**config.mk**
```make
export PLATFORM = sky130hd
export DESIGN_NAME = oxi_multi_ch_calib_ctrl
export DESIGN_NICKNAME = d
export VERILOG_FILES = /design/src/rtl/oxi_ctrl_pkg.sv /design/src/rtl/oxi_peak_window.sv /design/src/rtl/oxi_multi_ch_calib_ctrl.sv
export SDC_FILE = /design/constraint.sdc
export NUM_CORES = 1
export LEC_CHECK = 0
export ABC_AREA = 1
export BUFFER_PORTS_ARGS = -buffer_cell sky130_fd_sc_hd__buf_2
export CORE_AREA = 2 2 124 126
export CTS_CLUSTER_DIAMETER = 200
export DETAILED_ROUTE_END_ITERATION = 6
export DIE_AREA = 0 0 126 128
export PLACE_DENSITY = 0.7
export SETUP_SLACK_MARGIN = 0.2
export SYNTH_ARGS = -nofsm -noshare
export SYNTH_HDL_FRONTEND = slang
export SYNTH_HIERARCHICAL = 1
export SYNTH_SLANG_ARGS = --single-unit
```
**constraint.sdc**
```tcl
create_clock -name CLK -period 4.15 [get_ports CLK]
set_clock_uncertainty 0.2 [all_clocks]
set_input_delay 0 -clock CLK [delete_from_list [all_inputs] [get_ports CLK]]
set_output_delay 0 -clock CLK [all_outputs]
set_load 0.05 [all_outputs]
```
**src/rtl/oxi_ctrl_pkg.sv**
```systemverilog
// Shared types and default constants for the
// pulse-oximeter calibration controller.
package oxi_ctrl_pkg;

  typedef enum logic [2:0] {
    ST_INIT,
    ST_DC,
    ST_PGA,
    ST_OP
`ifdef CAL_TIMEOUT_EN
    ,
    ST_ERR
`endif
  } state_t;

  localparam int DEF_DC_INIT    = 127;
  localparam int DEF_DC_STEP_DN = 4;
  localparam int DEF_DC_STEP_UP = 3;
  localparam int DEF_MID_LO     = 116;
  localparam int DEF_MID_HI     = 140;
  localparam int DEF_CLIP_LO    = 10;
  localparam int DEF_CLIP_HI    = 245;
  localparam int DEF_DC_WIN     = 20;
  localparam int DEF_PGA_WIN    = 500;
  localparam int DEF_SLOT_CYC   = 10;
  localparam int DEF_CAL_TMO    = 8192;

endpackage

```
**src/rtl/oxi_peak_window.sv**
```systemverilog
// Windowed min/max tracker: i_sample, i_en, i_clr, i_len in;
// o_min/o_max include the current sample, o_win_end on last one.
module oxi_peak_window #(
  parameter int W     = 8,
  parameter int CNT_W = 9
) (
  input  logic             i_clk,
  input  logic             i_rst_n,
  input  logic             i_clr,
  input  logic             i_en,
  input  logic [CNT_W-1:0] i_len,
  input  logic [W-1:0]     i_sample,
  output logic [W-1:0]     o_min,
  output logic [W-1:0]     o_max,
  output logic             o_win_end
);

  logic [W-1:0]     r_min;
  logic [W-1:0]     r_max;
  logic [CNT_W-1:0] r_cnt;

  assign o_min = (i_sample < r_min) ? i_sample : r_min;
  assign o_max = (i_sample > r_max) ? i_sample : r_max;
  assign o_win_end = i_en &&
    (r_cnt == i_len - 1'b1);

  always_ff @(posedge i_clk or negedge i_rst_n) begin
    if (!i_rst_n) begin
      r_min <= '1;
      r_max <= '0;
      r_cnt <= '0;
    end else if (i_clr || o_win_end) begin
      r_min <= '1;
      r_max <= '0;
      r_cnt <= '0;
    end else if (i_en) begin
      r_min <= o_min;
      r_max <= o_max;
      r_cnt <= r_cnt + 1'b1;
    end
  end

endmodule

```
**src/rtl/oxi_multi_ch_calib_ctrl.sv**
```systemverilog
// N-channel LED/AFE calibration + round-robin acquisition.
// ADC/Find_Setting in; LED_EN, DC_Comp, PGA_Gain, CH_* out. Option: CAL_TIMEOUT_EN.
module oxi_multi_ch_calib_ctrl
  import oxi_ctrl_pkg::*;
#(
  parameter int N_CH       = 2,
  parameter int ADC_W      = 8,
  parameter int DC_W       = 7,
  parameter int PGA_W      = 4,
  parameter int DC_INIT    = DEF_DC_INIT,
  parameter int DC_STEP_DN = DEF_DC_STEP_DN,
  parameter int DC_STEP_UP = DEF_DC_STEP_UP,
  parameter int MID_LO     = DEF_MID_LO,
  parameter int MID_HI     = DEF_MID_HI,
  parameter int CLIP_LO    = DEF_CLIP_LO,
  parameter int CLIP_HI    = DEF_CLIP_HI,
  parameter int DC_WIN     = DEF_DC_WIN,
  parameter int PGA_WIN    = DEF_PGA_WIN,
  parameter int SLOT_CYC   = DEF_SLOT_CYC
`ifdef CAL_TIMEOUT_EN
  ,
  parameter int CAL_TMO    = DEF_CAL_TMO
`endif
) (
  input  logic                  CLK,
  input  logic                  rst_n,
  input  logic [ADC_W-1:0]      ADC,
  input  logic                  Find_Setting,
  output logic [N_CH-1:0]       LED_EN,
  output logic [DC_W-1:0]       DC_Comp,
  output logic [PGA_W-1:0]      PGA_Gain,
  output logic                  CLK_Filter,
  output logic [N_CH*ADC_W-1:0] CH_Value,
  output logic [N_CH-1:0]       CH_Valid,
  output logic                  Cal_Busy,
  output logic                  Cal_Done,
  output logic [N_CH-1:0]       DC_Sat
`ifdef CAL_TIMEOUT_EN
  ,
  output logic                  Cal_Err
`endif
);

  localparam int CH_W = (N_CH > 1) ? $clog2(N_CH) : 1;
  localparam int WMAX =
    (PGA_WIN > DC_WIN) ? PGA_WIN : DC_WIN;
  localparam int CNT_W = $clog2(WMAX + 1);
  localparam int SL_W =
    (SLOT_CYC > 1) ? $clog2(SLOT_CYC) : 1;

  localparam logic [DC_W-1:0] LP_DC_INIT = DC_W'(DC_INIT);
  localparam logic [DC_W-1:0] LP_DC_MAX  = '1;
  localparam logic [DC_W-1:0] LP_DN = DC_W'(DC_STEP_DN);
  localparam logic [DC_W-1:0] LP_UP = DC_W'(DC_STEP_UP);
  localparam logic [PGA_W-1:0] LP_PGA_MAX = '1;
  localparam logic [ADC_W-1:0] LP_MID_LO  = ADC_W'(MID_LO);
  localparam logic [ADC_W-1:0] LP_MID_HI  = ADC_W'(MID_HI);
  localparam logic [ADC_W-1:0] LP_CLIP_LO = ADC_W'(CLIP_LO);
  localparam logic [ADC_W-1:0] LP_CLIP_HI = ADC_W'(CLIP_HI);
  localparam logic [CH_W-1:0] LP_LAST = CH_W'(N_CH - 1);
  localparam logic [SL_W-1:0] LP_SL_END = SL_W'(SLOT_CYC - 1);
  localparam logic [N_CH-1:0] LP_OH0 = N_CH'(1);

`ifdef CAL_TIMEOUT_EN
  localparam int TMO_W = $clog2(CAL_TMO + 1);
  logic [TMO_W-1:0] r_tmo;
  logic             w_tmo_hit;
`endif

  state_t           r_state;
  logic [CH_W-1:0]  r_ch;
  logic [SL_W-1:0]  r_slot;
  logic [ADC_W-1:0] r_hold;
  logic [DC_W-1:0]  r_dc  [N_CH];
  logic [PGA_W-1:0] r_pga [N_CH];

  logic [ADC_W-1:0] w_min;
  logic [ADC_W-1:0] w_max;
  logic             w_win_end;
  logic             w_en;
  logic             w_clr;
  logic [CNT_W-1:0] w_len;
  logic [ADC_W:0]   w_sum;
  logic [ADC_W-1:0] w_avg;
  logic             w_lo;
  logic             w_hi;
  logic             w_rail;
  logic             w_move;
  logic [DC_W-1:0]  w_dn_code;
  logic [DC_W-1:0]  w_up_code;
  logic             w_unclip;
  logic [PGA_W-1:0] w_pga_res;
  logic [CH_W-1:0]  w_ch_inc;
  logic [CH_W-1:0]  w_ch_nx;

  assign w_en = (r_state == ST_DC) ||
                (r_state == ST_PGA);
  assign w_clr = Find_Setting ||
                 (r_state == ST_INIT);
  assign w_len = (r_state == ST_PGA) ?
    CNT_W'(PGA_WIN) : CNT_W'(DC_WIN);

  oxi_peak_window #(
    .W     (ADC_W),
    .CNT_W (CNT_W)
  ) u_win (
    .i_clk     (CLK),
    .i_rst_n   (rst_n),
    .i_clr     (w_clr),
    .i_en      (w_en),
    .i_len     (w_len),
    .i_sample  (ADC),
    .o_min     (w_min),
    .o_max     (w_max),
    .o_win_end (w_win_end)
  );

  // Midpoint of the window's extremes, carry kept.
  assign w_sum = {1'b0, w_max} + {1'b0, w_min};
  assign w_avg = ADC_W'(w_sum >> 1);
  assign w_lo = w_avg < LP_MID_LO;
  assign w_hi = w_avg > LP_MID_HI;
  assign w_rail = (w_lo && DC_Comp == '0) ||
                  (w_hi && DC_Comp == LP_DC_MAX);
  assign w_move = (w_lo || w_hi) && !w_rail;
  assign w_dn_code = (DC_Comp < LP_DN) ?
    '0 : DC_Comp - LP_DN;
  assign w_up_code =
    (DC_Comp > LP_DC_MAX - LP_UP) ?
    LP_DC_MAX : DC_Comp + LP_UP;

  assign w_unclip = (w_min > LP_CLIP_LO) &&
                    (w_max < LP_CLIP_HI);
  assign w_pga_res = w_unclip ?
    LP_PGA_MAX : PGA_Gain - 1'b1;

  assign w_ch_inc = r_ch + 1'b1;
  assign w_ch_nx = (r_ch == LP_LAST) ? '0 : w_ch_inc;

`ifdef CAL_TIMEOUT_EN
  assign w_tmo_hit = w_en &&
    (r_tmo == TMO_W'(CAL_TMO - 1));
`endif

  always_ff @(posedge CLK or negedge rst_n) begin
    if (!rst_n) CLK_Filter <= 1'b0;
    else        CLK_Filter <= ~CLK_Filter;
  end

  always_ff @(posedge CLK or negedge rst_n) begin
    if (!rst_n) begin
      r_state  <= ST_INIT;
      r_ch     <= '0;
      r_slot   <= '0;
      r_hold   <= '0;
      r_dc     <= '{default: '0};
      r_pga    <= '{default: '0};
      LED_EN   <= '0;
      DC_Comp  <= LP_DC_INIT;
      PGA_Gain <= '0;
      CH_Value <= '0;
      CH_Valid <= '0;
      Cal_Busy <= 1'b0;
      Cal_Done <= 1'b0;
      DC_Sat   <= '0;
`ifdef CAL_TIMEOUT_EN
      r_tmo    <= '0;
      Cal_Err  <= 1'b0;
`endif
    end else if (Find_Setting) begin
      r_state  <= ST_INIT;
      r_ch     <= '0;
      r_slot   <= '0;
      r_hold   <= '0;
      r_dc     <= '{default: '0};
      r_pga    <= '{default: '0};
      LED_EN   <= '0;
      DC_Comp  <= LP_DC_INIT;
      PGA_Gain <= '0;
      CH_Valid <= '0;
      Cal_Busy <= 1'b0;
      Cal_Done <= 1'b0;
      DC_Sat   <= '0;
`ifdef CAL_TIMEOUT_EN
      r_tmo    <= '0;
      Cal_Err  <= 1'b0;
`endif
    end else begin
      CH_Valid <= '0;
      unique case (r_state)
        ST_INIT: begin
          DC_Comp  <= LP_DC_INIT;
          PGA_Gain <= '0;
          r_ch     <= '0;
          r_slot   <= '0;
          DC_Sat   <= '0;
          LED_EN   <= LP_OH0;
          Cal_Busy <= 1'b1;
          r_state  <= ST_DC;
`ifdef CAL_TIMEOUT_EN
          r_tmo    <= '0;
`endif
        end
        ST_DC: begin
`ifdef CAL_TIMEOUT_EN
          r_tmo <= r_tmo + 1'b1;
          if (w_tmo_hit) begin
            LED_EN   <= '0;
            Cal_Busy <= 1'b0;
            Cal_Err  <= 1'b1;
            r_state  <= ST_ERR;
          end else
`endif
          if (w_win_end) begin
            if (w_move) begin
              DC_Comp <= w_lo ? w_dn_code : w_up_code;
            end else begin
              r_dc[r_ch] <= DC_Comp;
              PGA_Gain   <= 1;
              r_state    <= ST_PGA;
              if (w_rail) DC_Sat[r_ch] <= 1'b1;
            end
          end
        end
        ST_PGA: begin
`ifdef CAL_TIMEOUT_EN
          r_tmo <= r_tmo + 1'b1;
          if (w_tmo_hit) begin
            LED_EN   <= '0;
            Cal_Busy <= 1'b0;
            Cal_Err  <= 1'b1;
            r_state  <= ST_ERR;
          end else
`endif
          if (w_win_end) begin
            if (w_unclip && PGA_Gain != LP_PGA_MAX) begin
              PGA_Gain <= PGA_Gain + 1'b1;
            end else begin
              r_pga[r_ch] <= w_pga_res;
              if (r_ch != LP_LAST) begin
                r_ch     <= w_ch_inc;
                DC_Comp  <= LP_DC_INIT;
                PGA_Gain <= '0;
                LED_EN   <= LP_OH0 << w_ch_inc;
                r_state  <= ST_DC;
`ifdef CAL_TIMEOUT_EN
                r_tmo    <= '0;
`endif
              end else begin
                // Preload slot 0 so ch0 settings are live on its
                // first cycle; with one channel the gain is the
                // value being stored right now.
                r_ch     <= '0;
                r_slot   <= '0;
                LED_EN   <= LP_OH0;
                DC_Comp  <= r_dc[0];
                PGA_Gain <= (N_CH == 1) ?
                  w_pga_res : r_pga[0];
                Cal_Busy <= 1'b0;
                Cal_Done <= 1'b1;
                r_state  <= ST_OP;
              end
            end
          end
        end
        ST_OP: begin
          if (r_slot != '0) r_hold <= ADC;
          if (r_slot == LP_SL_END) begin
            CH_Value[r_ch*ADC_W +: ADC_W] <= r_hold;
            CH_Valid[r_ch] <= 1'b1;
            r_ch     <= w_ch_nx;
            r_slot   <= '0;
            LED_EN   <= LP_OH0 << w_ch_nx;
            DC_Comp  <= r_dc[w_ch_nx];
            PGA_Gain <= r_pga[w_ch_nx];
          end else begin
            r_slot <= r_slot + 1'b1;
          end
        end
`ifdef CAL_TIMEOUT_EN
        ST_ERR: begin
          LED_EN <= '0;
        end
`endif
        default: r_state <= ST_INIT;
      endcase
    end
  end

endmodule

```
==> results of run 1 <==
## cell families after synthesis
logic type                 after synthesis
muxes                                    1
DFF                                     98
xor gates and xnor gates                25
other                                    2
and+or+nand+nor                        492
buffers and inverters                  149
AOI/OAI and AO/OA                      104
adders and majority gates               40
## final cells by class
cell class	count	area [um2]	share of cell area, %
sequential	98	2470	31.3
clock inverter	5	55.1	0.697
clock buffer	11	243	3.07
tap	188	235	2.98
timing repair buffer	75	482	6.10
multi-input combinational	678	3920	49.6
inverter	131	494	6.26
## worst max-delay path: cells and delay by family, from the launching register on
family / cells / cell delay, ns
simple gates: 21 / 1.76
buf+inv: 5 / 0.54
fa+ha+maj: 2 / 0.67
flops: 1 / 0.53
## metrics by stage
stage	instance area [um2]	std cells	setup WS, ns	util [%]
global placement	7130	1149	0.182	48.0
global route	7900	1186	0.136	53.1
finish	7900	1186	0.328	53.1
floorplan	6700	924	0.418	-
detailed placement	7130	1149	0.0778	48.0
CTS	7560	1176	0.234	50.8
## where the power goes
| group | switching [mW] | internal (mW) |
|---|---|---|
| logic | 1.75 | 0.905 |
| clock network | 0.370 | 0.482 |
| registers | 0.191 | 1.16 |
| total | 2.31 | 2.54 |
## metal layers
layer	GRT usage, %	vias to the layer above
li1	-	3092
met1	29.2	2853
met2	33.5	169
met3	3.17	32
met4	7.63	0
met5	0	-
## how the worst min path moves through the flow
| stage | end | from | slack, ns |
|---|---|---|---|
| floorplan | CH_Valid[0] | rst_n | -0.50 |
| global placement | u_win/r_max[0] | rst_n | -0.25 |
| detailed placement | u_win/r_max[0] | rst_n | -0.25 |
| CTS | u_win/r_min[6] | rst_n | 0.03 |
| global route | u_win/r_min[0] | rst_n | 0.07 |
| finish | u_win/r_min[6] | rst_n | 0.03 |
## cell usage after synthesis, drive strengths merged
cell type  instances  area (um2)
nand2            252        1040
inv              129         484
nand3            108         563
dfrtp             83        2080
nor2              82         333
o21ai             56         280
ha                39         488
a21oi             24         124
xor2              21         184
nand4             19         125
and2              16         100
dfstp             15         394
clkbuf            11        41.3
buf                7        56.3
o221ai             6        52.6
o211ai             5        37.5
nand3b             4        30.0
nor3               4        20.0
o22ai              4        25.0
xnor2              4        35.0
or2                3        18.8
and3               2        12.5
clkinv             2        7.51
conb               2        7.51
o21a               2        15.0
o21bai             2        15.0
a21o               1        7.51
a31oi              1        6.26
a32oi              1        8.76
fa                 1        20.0
mux2i              1        10.0
nor3b              1        7.51
nor4               1        6.26
o221a              1        11.3
o31ai              1        7.51
## sequential cells by signal (all words and copies together) (netlist names), 2 cells and up
name	cells
CH_Valid	2
CH_Value	16
DC_Comp	7
DC_Sat	2
LED_EN	2
PGA_Gain	4
r_dc	14
r_hold	8
r_pga	8
r_slot	4
r_state	2
u_win/r_cnt	9
u_win/r_max	8
u_win/r_min	8
## what timing repair did
item | CTS | global route
cloned | 0 | 1
pin swaps | 0 | 19
hold endpoints to repair | 107 | 0
gates resized for setup | 5 | 62
hold buffers | 11 | 0
buffers inserted | 0 | 9
endpoints found under the setup margin | 24 | 33
==> flow_metrics.env, run 1 <==
export IMPL_outcome="complete, no violations"
export IMPL_met3_length_um=751
export IMPL_io_pins=47
export IMPL_portBuffers=46
export IMPL_syn_avg_cell_area_um2=7.30
export IMPL_crit_start="u_win/r_min[3]"
export IMPL_worst_pin_slew_ns=0.930
export IMPL_grt_pass1_vias=5657
export IMPL_yosys_area_share_simple_pct=33.9
export IMPL_root_buffer="clkbuf_16"
export IMPL_synth_top_family_by_area="simple AND/OR/NAND/NOR gates"
export IMPL_cp_common_cell="nand2_1"
export IMPL_maxCapViolations=0
export IMPL_cpMaxStageDelayCell="dfstp_2"
export IMPL_drive_gt1_share_pct=17.5
export IMPL_cpPeakStageDelay_ns=0.53
export IMPL_cts_tree="done"
export IMPL_die_width_um=126
export IMPL_syn2layout_area_growth_pct=18.8
export IMPL_antenna_left=0
export IMPL_fin_crit_ns=3.82
export IMPL_crit_arrival_ns=3.86
export IMPL_cp_endpoint="r_state[0]"
export IMPL_max_freq_ghz=0.262
export IMPL_synth_seq_cells=98
export IMPL_synthAdderAreaFrac_pct=7.64
export IMPL_grt_pass1_wl_um=27400
export IMPL_syn_area_um2=6650
export IMPL_r2r_start="u_win/r_min[3]"
export IMPL_grt_use_total_pct=21.0
export IMPL_synth_compound_area_share_pct=8.88
export IMPL_r2r_end="r_state[0]"
export IMPL_coreArea_um2=14900
export IMPL_drc=0
export IMPL_cts_htree_levels=3
export IMPL_clk_path_buf_depth=2
export IMPL_vias=6146
export IMPL_wl_met2_um=7830
export IMPL_clock_sinks=98
export IMPL_endpoint_kind="flip-flop"
export IMPL_rrSetupSlack_ns=0.33
export IMPL_wire_per_inst_um=14.2
export IMPL_synth_seq_area_share_pct=37.2
export IMPL_place_congestion=0.939
export IMPL_final_hold_viol_count=0
export IMPL_clkSlewWorstSetupHoldPaths_ns=0.07
export IMPL_antenna_found_initial=0
export IMPL_fin_setup_tns_ns=0
export IMPL_setup_viol=0
export IMPL_die_h_um=128
export IMPL_post_route_period_util_pct=92.1
export IMPL_leakagePower_nw=4.09
export IMPL_initial_core_util_pct=44.7
export IMPL_antenna_cells=0
export IMPL_vias_per_cell=5.18
export IMPL_gr_total_overflow=0
export IMPL_drt_iter0_drc=438
export IMPL_hpwl_um=12000
export IMPL_relSlewSlack_pct=37.8
export IMPL_drv_slew=0
export IMPL_finalNetCount=1044
export IMPL_yosysUniqueCellTypes=49
export IMPL_holdWs_ns=0.0347
export IMPL_critPathLaunchType="flip-flop"
export IMPL_drtPass1Iterations=5
export IMPL_cts_buffers=9
export IMPL_rr_worst_depth=28
export IMPL_required_ns=4.19
export IMPL_synth_xor_area_share_pct=3.29
export IMPL_power_mw=4.86
export IMPL_die_area_um2=16100
export IMPL_grt_max_degree=42
export IMPL_layout_commonest_cell="nand2_1"
export IMPL_clk_latency_ns=0.35
export IMPL_muxShareOfSynthArea_pct=0.151
export IMPL_vdd_drop_max_v=0.000333
export IMPL_mostFrequentLayoutCells="nand2_1 (224), inv_1 (124), nand3_1 (102)"
export IMPL_min_path_type="primary input to async pin"
export IMPL_placementRows=45
export IMPL_crit_type="flip-flop to flip-flop"
export IMPL_wl_um=16800
export IMPL_drt_met1_wl_um=7830
export IMPL_rsz0062_at_grt="no"
export IMPL_yosysWarnings=6
export IMPL_cp_max_fo=9
export IMPL_synthCells=911
export IMPL_powerDensity_nw_per_um2=615
export IMPL_highest_layer="met4"
export IMPL_n_fill_cell=1424
Note: power is estimated with default switching activity, not from simulation.
==> run 2: changes to the inputs <==
==> constraint.sdc (replaced) <==
create_clock -name CLK -period 4.9 [get_ports CLK]
set_clock_uncertainty 0.2 [all_clocks]
set_input_delay 0 -clock CLK [delete_from_list [all_inputs] [get_ports CLK]]
set_output_delay 0 -clock CLK [all_outputs]
set_load 0.05 [all_outputs]
==> flow_metrics.env, run 2 (synthesized netlist as in run 1, its figures left out) <==
export IMPL_outcome="complete, no violations"
export IMPL_post_route_period_util_pct=84.3
export IMPL_endpoint_kind="flip-flop"
export IMPL_cts_buffers=9
export IMPL_fin_setup_tns_ns=0
export IMPL_cp_max_fo=16
export IMPL_die_area_um2=16100
export IMPL_p_int_mw=1.96
export IMPL_min_path_type="primary input to async pin"
export IMPL_drv_slew=0
export IMPL_die_h_um=128
export IMPL_hpwl_um=11800
export IMPL_p_seq_share_pct=29.8
export IMPL_drt_iter0_drc=438
export IMPL_root_buffer="clkbuf_16"
export IMPL_r2r_start="u_win/r_min[3]"
export IMPL_layout_commonest_cell="nand2_1"
export IMPL_grt_pass1_vias=5527
export IMPL_cts_htree_levels=3
export IMPL_io_pins=47
export IMPL_max_freq_ghz=0.242
export IMPL_worst_pin_slew_ns=0.800
export IMPL_drtPass1Iterations=5
export IMPL_wl_um=16200
export IMPL_power_net_switching_mw=1.86
export IMPL_clk_latency_ns=0.35
export IMPL_cpPeakStageDelay_ns=0.53
export IMPL_rsz0062_at_grt="no"
export IMPL_drive_gt1_share_pct=11.1
export IMPL_powerDensity_nw_per_um2=513
export IMPL_maxCapViolations=0
export IMPL_vias=5991
export IMPL_final_hold_viol_count=0
export IMPL_place_congestion=0.925
export IMPL_crit_start="u_win/r_min[3]"
export IMPL_antenna_cells=0
export IMPL_comb_power_share_pct=53.3
export IMPL_cts_tree="done"
export IMPL_required_ns=4.95
export IMPL_die_width_um=126
export IMPL_finalNetCount=1026
export IMPL_coreArea_um2=14900
export IMPL_post_cts_resized=0
export IMPL_cp_top_family="simple AND/OR/NAND/NOR gates"
export IMPL_power_mw=3.82
export IMPL_top_regs="CH_Value (16), r_dc (14), u_win/r_cnt (9)"
export IMPL_fin_crit_ns=4.13
export IMPL_cpMaxStageDelayCell="dfstp_2"
export IMPL_clkPwrFrac_pct=16.9
export IMPL_grt_use_total_pct=20.8
export IMPL_leakagePower_nw=3.94
export IMPL_crit_buf_inv=4
export IMPL_setup_viol=0
export IMPL_grt_max_degree=55
export IMPL_initial_core_util_pct=44.7
export IMPL_grt_pass1_wl_um=27100
export IMPL_drc=0
export IMPL_critPathLaunchType="flip-flop"
export IMPL_vias_per_cell=5.13
export IMPL_mostFrequentLayoutCells="nand2_1 (237), inv_1 (126), nand3_1 (105)"
export IMPL_cp_common_cell="nand2_1"
export IMPL_cts_setup_buffers=0
export IMPL_wire_per_inst_um=13.9
export IMPL_gr_total_overflow=0
export IMPL_crit_arrival_ns=4.18
export IMPL_clock_sinks=98
export IMPL_regMostFlops="CH_Value"
export IMPL_clk_path_buf_depth=2
export IMPL_antenna_left=0
export IMPL_p_sw_share_pct=48.6
export IMPL_clkSlewWorstSetupHoldPaths_ns=0.07
export IMPL_portBuffers=46
export IMPL_largest_register_ffs=16
export IMPL_vdd_drop_max_v=0.000262
export IMPL_crit_type="flip-flop to flip-flop"
export IMPL_placementRows=45
export IMPL_relSlewSlack_pct=46.5
export IMPL_antenna_found_initial=0
export IMPL_syn2layout_area_growth_pct=11.9
-- run 2: worst register-to-register path: cells and delay by family, from the launching register on --
kind / cells / cell delay [ns]
buffers and inverters: 4 / 0.34
DFF: 1 / 0.53
adders and majority gates: 2 / 0.67
and+or+nand+nor: 23 / 2.29
-- run 2: stage by stage --
| stage | instances | hold slack (ns) | utilization (%) | cell area [um2] | worst slack, ns |
|---|---|---|---|---|---|
| 3_5_place_dp | 1142 | -0.112 | 47.6 | 7080 | 0.820 |
| 2_1_floorplan | 924 | -0.496 | - | 6700 | 1.17 |
| 3_3_place_gp | 1142 | -0.116 | 47.6 | 7080 | 0.881 |
| 4_1_cts | 1168 | 0.0525 | 50.0 | 7440 | 0.797 |
| 5_1_grt | 1168 | 0.0960 | 50.0 | 7440 | 0.346 |
| 6_report | 1168 | 0.0374 | 50.0 | 7440 | 0.768 |
-- run 2: worst paths after layout --
| path | end | slack, ns | cells after the start |
|---|---|---|---|
| worst max-delay path | r_dc[3] | 0.77 | 29 |
| worst min-delay path | CH_Value[3] | 0.04 | 2 |
| worst max register to register | r_dc[3] | 0.77 | 29 |
| worst min register to register | CLK_Filter | 0.22 | 1 |
| max in group asynchronous | r_pga[2] | 3.42 | 3 |
| min in group CLK | CLK_Filter | 0.22 | 1 |
-- run 2: cell type report --
cell class | instances | area (um2)
Fill cell | 1486 | 7430
Multi-Input combinational cell | 677 | 3640
Sequential cell | 98 | 2470
Inverter | 131 | 492
Timing Repair Buffer | 58 | 348
Clock buffer | 12 | 236
Tap cell | 188 | 235
Clock inverter | 4 | 20.0
-- run 2: timing repair --
| action | CTS | global route |
|---|---|---|
| hold buffers | 10 | 0 |
| setup endpoints to repair | 0 | 0 |
| endpoints found under the hold margin | 70 | 0 |
-- run 2: power by group through the flow --
| stage | Combinational (mW) | Clock, mW | Sequential, mW |
|---|---|---|---|
| final | 2.03 | 0.646 | 1.14 |
| after floorplan | 1.48 | 0 | 1.22 |
| after global routing | 2.29 | 0.692 | 1.16 |
| after CTS | 2.02 | 0.658 | 1.13 |
| after global placement | 1.98 | 0 | 1.15 |
| after detailed placement | 2.00 | 0 | 1.15 |
-- run 2: metal layers --
layer / up-vias / part of all wire (%) / global-route usage (%)
li1: 3057 / - / -
met1: 2758 / 48 / 29.3
met2: 155 / 45 / 32.7
met3: 21 / 5.0 / 3.38
met4: 0 / 1.8 / 7.05
met5: - / 0 / 0
